[src/rtl/debounce_filter_n.sv]
// debounce_filter_n: multi-channel input debounce filter.
// Each channel has an optional synchroniser and a run-length counter.
// The debounced output q follows the synchronised input only after the
// new level has held for STABLE_CYCLES consecutive clocks.
// The channels share no state.
// Optional feature macro: DEBOUNCE_GLITCH_CNT_EN adds an 8-bit saturating
// per-channel count of aborted candidates, with a synchronous clear.
module debounce_filter_n #(
  parameter int   CHANNELS      = 4,
  parameter int   STABLE_CYCLES = 30,
  parameter int   SYNC_STAGES   = 2,
  parameter logic RESET_VAL     = 1'b0
) (
  input  logic                  clk,
  input  logic                  rst_n,
  input  logic [CHANNELS-1:0]   d,
`ifdef DEBOUNCE_GLITCH_CNT_EN
  input  logic                  glitch_clr,
  output logic [CHANNELS*8-1:0] glitch_cnt,
`endif
  output logic [CHANNELS-1:0]   q,
  output logic [CHANNELS-1:0]   rise,
  output logic [CHANNELS-1:0]   fall,
  output logic [CHANNELS-1:0]   busy
);

  // The counter only has to reach STABLE_CYCLES-1, because it clears on the terminal match.
  localparam int CNT_W = (STABLE_CYCLES > 1) ? $clog2(STABLE_CYCLES) : 1;
  localparam logic [CNT_W-1:0] CNT_LAST = CNT_W'(STABLE_CYCLES - 1);
  localparam logic [CNT_W-1:0] CNT_ONE  = CNT_W'(1);

  genvar gi;
  generate
    for (gi = 0; gi < CHANNELS; gi++) begin : g_ch
      logic             s;
      logic             q_reg, q_next;
      logic             rise_reg, rise_next;
      logic             fall_reg, fall_next;
      logic             busy_reg;
      logic [CNT_W-1:0] cnt_reg, cnt_next;

      if (SYNC_STAGES == 0) begin : g_nosync
        assign s = d[gi];
      end else begin : g_sync
        logic [SYNC_STAGES-1:0] sync_reg;

        // Shift the raw input through the synchroniser chain.
        always_ff @(posedge clk or negedge rst_n) begin
          if (!rst_n) begin
            sync_reg <= {SYNC_STAGES{RESET_VAL}};
          end else begin
            sync_reg[0] <= d[gi];
            for (int k = 1; k < SYNC_STAGES; k++) begin
              sync_reg[k] <= sync_reg[k-1];
            end
          end
        end

        assign s = sync_reg[SYNC_STAGES-1];
      end

      // Decide the next state of the candidate counter, q and the event pulses.
      // Any return to the current level drops the candidate.
      always_comb begin
        cnt_next  = '0;
        q_next    = q_reg;
        rise_next = 1'b0;
        fall_next = 1'b0;
        if (s != q_reg) begin
          if (cnt_reg == CNT_LAST) begin
            q_next    = s;
            rise_next = s;
            fall_next = ~s;
          end else begin
            cnt_next = cnt_reg + CNT_ONE;
          end
        end
      end

      // Register the filter state. busy mirrors the counter that is being loaded.
      always_ff @(posedge clk or negedge rst_n) begin
        if (!rst_n) begin
          cnt_reg  <= '0;
          q_reg    <= RESET_VAL;
          rise_reg <= 1'b0;
          fall_reg <= 1'b0;
          busy_reg <= 1'b0;
        end else begin
          cnt_reg  <= cnt_next;
          q_reg    <= q_next;
          rise_reg <= rise_next;
          fall_reg <= fall_next;
          busy_reg <= (cnt_next != '0);
        end
      end

      assign q[gi]    = q_reg;
      assign rise[gi] = rise_reg;
      assign fall[gi] = fall_reg;
      assign busy[gi] = busy_reg;

`ifdef DEBOUNCE_GLITCH_CNT_EN
      logic [7:0] glitch_reg;
      logic       abort;

      // A candidate is aborted when the input returns to q while the counter is running.
      assign abort = (s == q_reg) && (cnt_reg != '0);

      // Count aborted candidates, saturating at 255. A clear overrides an increment in the same cycle.
      always_ff @(posedge clk or negedge rst_n) begin
        if (!rst_n) begin
          glitch_reg <= 8'd0;
        end else if (glitch_clr) begin
          glitch_reg <= 8'd0;
        end else if (abort && (glitch_reg != 8'hFF)) begin
          glitch_reg <= glitch_reg + 8'd1;
        end
      end

      assign glitch_cnt[8*gi +: 8] = glitch_reg;
`endif
    end
  endgenerate

endmodule

[config.mk]
export PLATFORM = sky130hd
export DESIGN_NAME = debounce_filter_n
export DESIGN_NICKNAME = d
export VERILOG_FILES = /design/src/rtl/debounce_filter_n.sv
export SDC_FILE = /design/constraint.sdc
export NUM_CORES = 1
export LEC_CHECK = 0
export ABC_CLOCK_PERIOD_IN_PS = 3100
export CORE_AREA = 5 5 82 84
export DETAILED_ROUTE_END_ITERATION = 16
export DIE_AREA = 0 0 87 89
export GPL_TIMING_DRIVEN = 0
export PLACE_DENSITY = 0.58
export SYNTH_ARGS = -nofsm -noshare
export SYNTH_HDL_FRONTEND = slang
export SYNTH_SLANG_ARGS = --single-unit
[constraint.sdc]
create_clock -name clk -period 3.1 [get_ports clk]
set_input_delay 0.62 -clock clk [delete_from_list [all_inputs] [get_ports clk]]
set_output_delay 0.62 -clock clk [all_outputs]
set_load 0.01 [all_outputs]
==> results of run 1 <==
==> Yosys cell counts (all sizes together) <==
master / number
dfrtp: 44
buf: 24
nor2: 20
xor2: 16
ha: 8
nand2: 8
nand3: 8
nor3b: 8
xnor2: 8
a31o: 4
a41oi: 4
inv: 4
mux2: 4
nand4: 4
nor3: 4
==> layer usage <==
| layer | up-vias | track usage [%] | wire length, um |
|---|---|---|---|
| met2 | 19 | 12.5 | 1250 |
| met1 | 546 | 11.2 | 1410 |
| met3 | 6 | 2.49 | 120 |
| met5 | - | 0 | 0 |
| li1 | 596 | - | - |
| met4 | 0 | 3.40 | 52 |
==> cell type report <==
type                       instances  area, um2
clock inverter                     1       30.0
timing repair buffer              22        225
fill                             552       3410
inverter                           4       15.0
multi-input combinational         96        706
sequential                        44       1100
tap                               75       93.8
buffer                            24        173
clock buffer                       7       96.3
==> layout by cell type, fill, tap and decap left out <==
master                            synthesis  final
sky130_fd_sc_hd__dfrtp_1                 44     44
sky130_fd_sc_hd__buf_4                   21     21
sky130_fd_sc_hd__nor2_1                  20     20
sky130_fd_sc_hd__clkdlybuf4s50_1          0     20
sky130_fd_sc_hd__xor2_1                  16     16
sky130_fd_sc_hd__nand2_1                  8      8
sky130_fd_sc_hd__nand3_1                  8      8
sky130_fd_sc_hd__xnor2_1                  8      8
sky130_fd_sc_hd__nor3b_1                  8      8
sky130_fd_sc_hd__ha_1                     8      8
sky130_fd_sc_hd__clkbuf_8                 0      7
sky130_fd_sc_hd__inv_1                    4      4
sky130_fd_sc_hd__buf_2                    3      4
sky130_fd_sc_hd__nand4_1                  4      4
sky130_fd_sc_hd__nor3_1                   4      4
sky130_fd_sc_hd__a31o_1                   4      4
sky130_fd_sc_hd__a41oi_2                  4      4
sky130_fd_sc_hd__mux2_2                   4      4
sky130_fd_sc_hd__bufinv_16                0      1
sky130_fd_sc_hd__buf_12                   0      1
==> critical path, stage by stage (launching register included) <==
cell and delay (ns):
sky130_fd_sc_hd__dfrtp_1 0.43, sky130_fd_sc_hd__buf_4 0.13, sky130_fd_sc_hd__clkdlybuf4s50_1 0.52
==> power groups by stage <==
stage	clock, W	combinational [W]	sequential [W]
detailed placement	0	0.000107	0.000624
finish	0.000479	0.000104	0.000612
CTS	0.000494	0.000107	0.000613
global placement	0	0.000103	0.000624
global route	0.000522	0.000118	0.000616
floorplan	0	0.0000664	0.000621
==> cells by family (layout without fill, tap and decap cells) <==
family          after synthesis  in the layout
mux                           4              4
simple gates                 52             52
compound gates                8              8
xor+xnor                     24             24
fa+ha+maj                     8              8
flops                        44             44
buf+inv                      28             58
==> through the flow <==
stage / area (um2) / total power, W / setup WS [ns] / std cells
CTS: 2440 / 0.00121 / 1.09 / 273
global placement: 2300 / 0.000727 / 0.204 / 264
global route: 2440 / 0.00126 / 1.03 / 273
finish: 2440 / 0.00119 / 1.11 / 273
floorplan: 1990 / 0.000687 / 1.89 / 168
detailed placement: 2310 / 0.000731 / 1.43 / 265
==> path summary, 6_finish.rpt <==
| path | startpoint | endpoint | depth (start not counted) | slack, ns |
|---|---|---|---|---|
| worst min register to register | g_ch[0].g_sync.sync_reg[0] | g_ch[0].g_sync.sync_reg[1] | 0 | 0.35 |
| max in group asynchronous | rst_n | g_ch[2].cnt_reg[0] | 2 | 2.43 |
| worst max register to register | g_ch[0].cnt_reg[0] | g_ch[0].busy_reg | 4 | 1.79 |
| worst max-delay path | g_ch[3].q_reg | q[3] | 2 | 1.11 |
| worst min-delay path | rst_n | g_ch[0].q_reg | 1 | 0.20 |
| min in group clk | g_ch[0].g_sync.sync_reg[0] | g_ch[0].g_sync.sync_reg[1] | 0 | 0.35 |
==> insert_results.sql, run 1 <==
INSERT INTO impl_metrics (metric_group, metric, value, unit) VALUES
('synthesis', 'synthAdderAreaFrac', '5.02', '%'),
('synthesis', 'synth_top_area_cell', 'sky130_fd_sc_hd__dfrtp_1', ''),
('synthesis', 'synth.mux.area_fraction', '2.26', '%'),
('worst_setup_path', 'worst-setup-path-type', 'flop to output pin', ''),
('placement', 'portBuffers', '21', ''),
('final_layout', 'n_antenna_cell', '0', ''),
('sta', 'rsz0062_at_grt', 'false', ''),
('pwr', 'p_per_area', '490', 'mW/mm2'),
('pwr', 'p_clk_share', '40.1', '%'),
('pwr', 'share_comb_of_total_power', '8.7', '%'),
('pwr', 'p_leak', '1.12', 'nW'),
('synthesis', 'ys_seq_elements', '44', ''),
('route', 'route.vias.total', '1167', ''),
('synthesis', 'netlist-cell-type-count', '16', ''),
('die', 'core', '0.00585', 'mm2'),
('route', 'initialDrtViolationCount', '32', ''),
('sta', 'final.setup.tns', '0', 'ns'),
('pwr', 'power.ir.vdd_worst', '0.201', 'mV'),
('worst_hold_path', 'min-delay-path-class', 'primary input to async pin', ''),
('worst_setup_path', 'cp-start-kind', 'flop', ''),
('synthesis', 'leading_post_synthesis_cells_by_cell_area', 'sky130_fd_sc_hd__dfrtp_1 55%, sky130_fd_sc_hd__buf_4 7.9%, sky130_fd_sc_hd__xor2_1 7.0%', ''),
('global_route', 'antenna_found_initial', '0', ''),
('final_layout', 'area_growth_syn_to_layout', '22.3', '%'),
('die', 'rows', '28', ''),
('route', 'drc_errors', '0', ''),
('sta', 'hold_slack', '0.200', 'ns'),
('sta', 'worstMarginPinSlew', '0.293', 'ns'),
('sta', 'setup_viol', '0', ''),
('sta', 'slew_viol_final', '0', ''),
('final_layout', 'final_layout_size_suffix_gt1_share', '21.2', '%'),
('die', 'die_width', '87', 'um'),
('die', 'die_height', '89', 'um'),
('synthesis', 'synth_largest_type_area_fraction', '55.2', '%'),
('route', 'wl', '2.84', 'mm'),
('synthesis', 'synth.net_count', '182', ''),
('route', 'ant_nets', '0', ''),
('global_route', 'grt_usage', '8.32', '%'),
('clock_network', 'cts_max_level', '2', ''),
('clock_network', 'clkLatencyLatePin', '0.29', 'ns'),
('synthesis', 'synth_compound_area_share', '5.02', '%'),
('synthesis', 'synth-simple-area-share', '12.5', '%'),
('clock_network', 'cts_tree', 'done', ''),
('flow_run', 'max_cap_viol_count', '0', ''),
('global_route', 'grt_pass1_vias', '1139', ''),
('pwr', 'power_report.internal_total', '0.000933', 'W'),
('route', 'first_drt_pass_iteration_count', '4', ''),
('pwr', 'switching_power', '0.000262', 'W'),
('synthesis', 'yosys.area_share.xor_xnor', '10.5', '%'),
('status', 'result_of_the_run', 'finished clean', ''),
('synthesis', 'yosysSeqAreaShare', '55.2', '%'),
('clock_network', 'cts-buffers-inserted', '5', ''),
('route', 'vias_per_cell', '4.27', ''),
('final_layout', 'final_core_util', '41.7', '%'),
('final_layout', 'largest_reg_flops', '20', ''),
('clock_network', 'tritoncts_num_sinks', '44', ''),
('route', 'routed_length_per_placed_instance', '10.4', 'um'),
('placement', 'place.detailed.hpwl', '2.01', 'mm'),
('sta', 'period_utilisation_layout', '64.2', '%'),
('synthesis', 'syn_avg_cell_area', '11.9', 'um2'),
('global_route', 'pin_count_of_the_biggest_net_entering_global_routing', '34', ''),
('sta', 'report.final.hold_viol_count', '0', ''),
('global_route', 'grt.overflow.total', '0', ''),
('worst_setup_path', 'crit_path_max_fanout', '5', ''),
('synthesis', 'largest_family_of_logic_cells_by_synthesized_area', 'simple AND/OR/NAND/NOR gates', ''),
('clock_network', 'root_buffer_selected_by_cts', 'sky130_fd_sc_hd__clkbuf_8', ''),
('sta', 'min_period', '1.99', 'ns'),
('pwr', 'switching_fraction', '21.9', '%'),
('global_route', 'grt_pass1_wl', '5.04', 'mm'),
('clock_network', 'post_cts_hold_buffer_count', '0', ''),
('synthesis', 'syn-instance-count', '168', ''),
('die', 'dieArea', '0.00774', 'mm2');
Power figures use the tool's default switching activity.
==> run 2, diff against run 1 <==
- ABC_CLOCK_PERIOD_IN_PS: 3100 -> 2100
- clock period: 3.1 -> 2.1 ns (I/O delays scaled with it)
==> results of run 2 <==
The final DEF is identical to that of run 1. Status: finished, violations left: negative hold slack.
Among the figures that moved: setup slack after placement 1.43 ns -> 0.634 ns; setup slack after layout 1.11 ns -> 0.310 ns; hold slack 0.200 ns -> -0.000426 ns; number of hold violations in the final report 0 -> 2; register-to-register setup slack 1.79 ns -> 0.79 ns; total power 0.00119 W -> 0.00176 W; worst IR drop on VDD 0.201 mV -> 0.297 mV
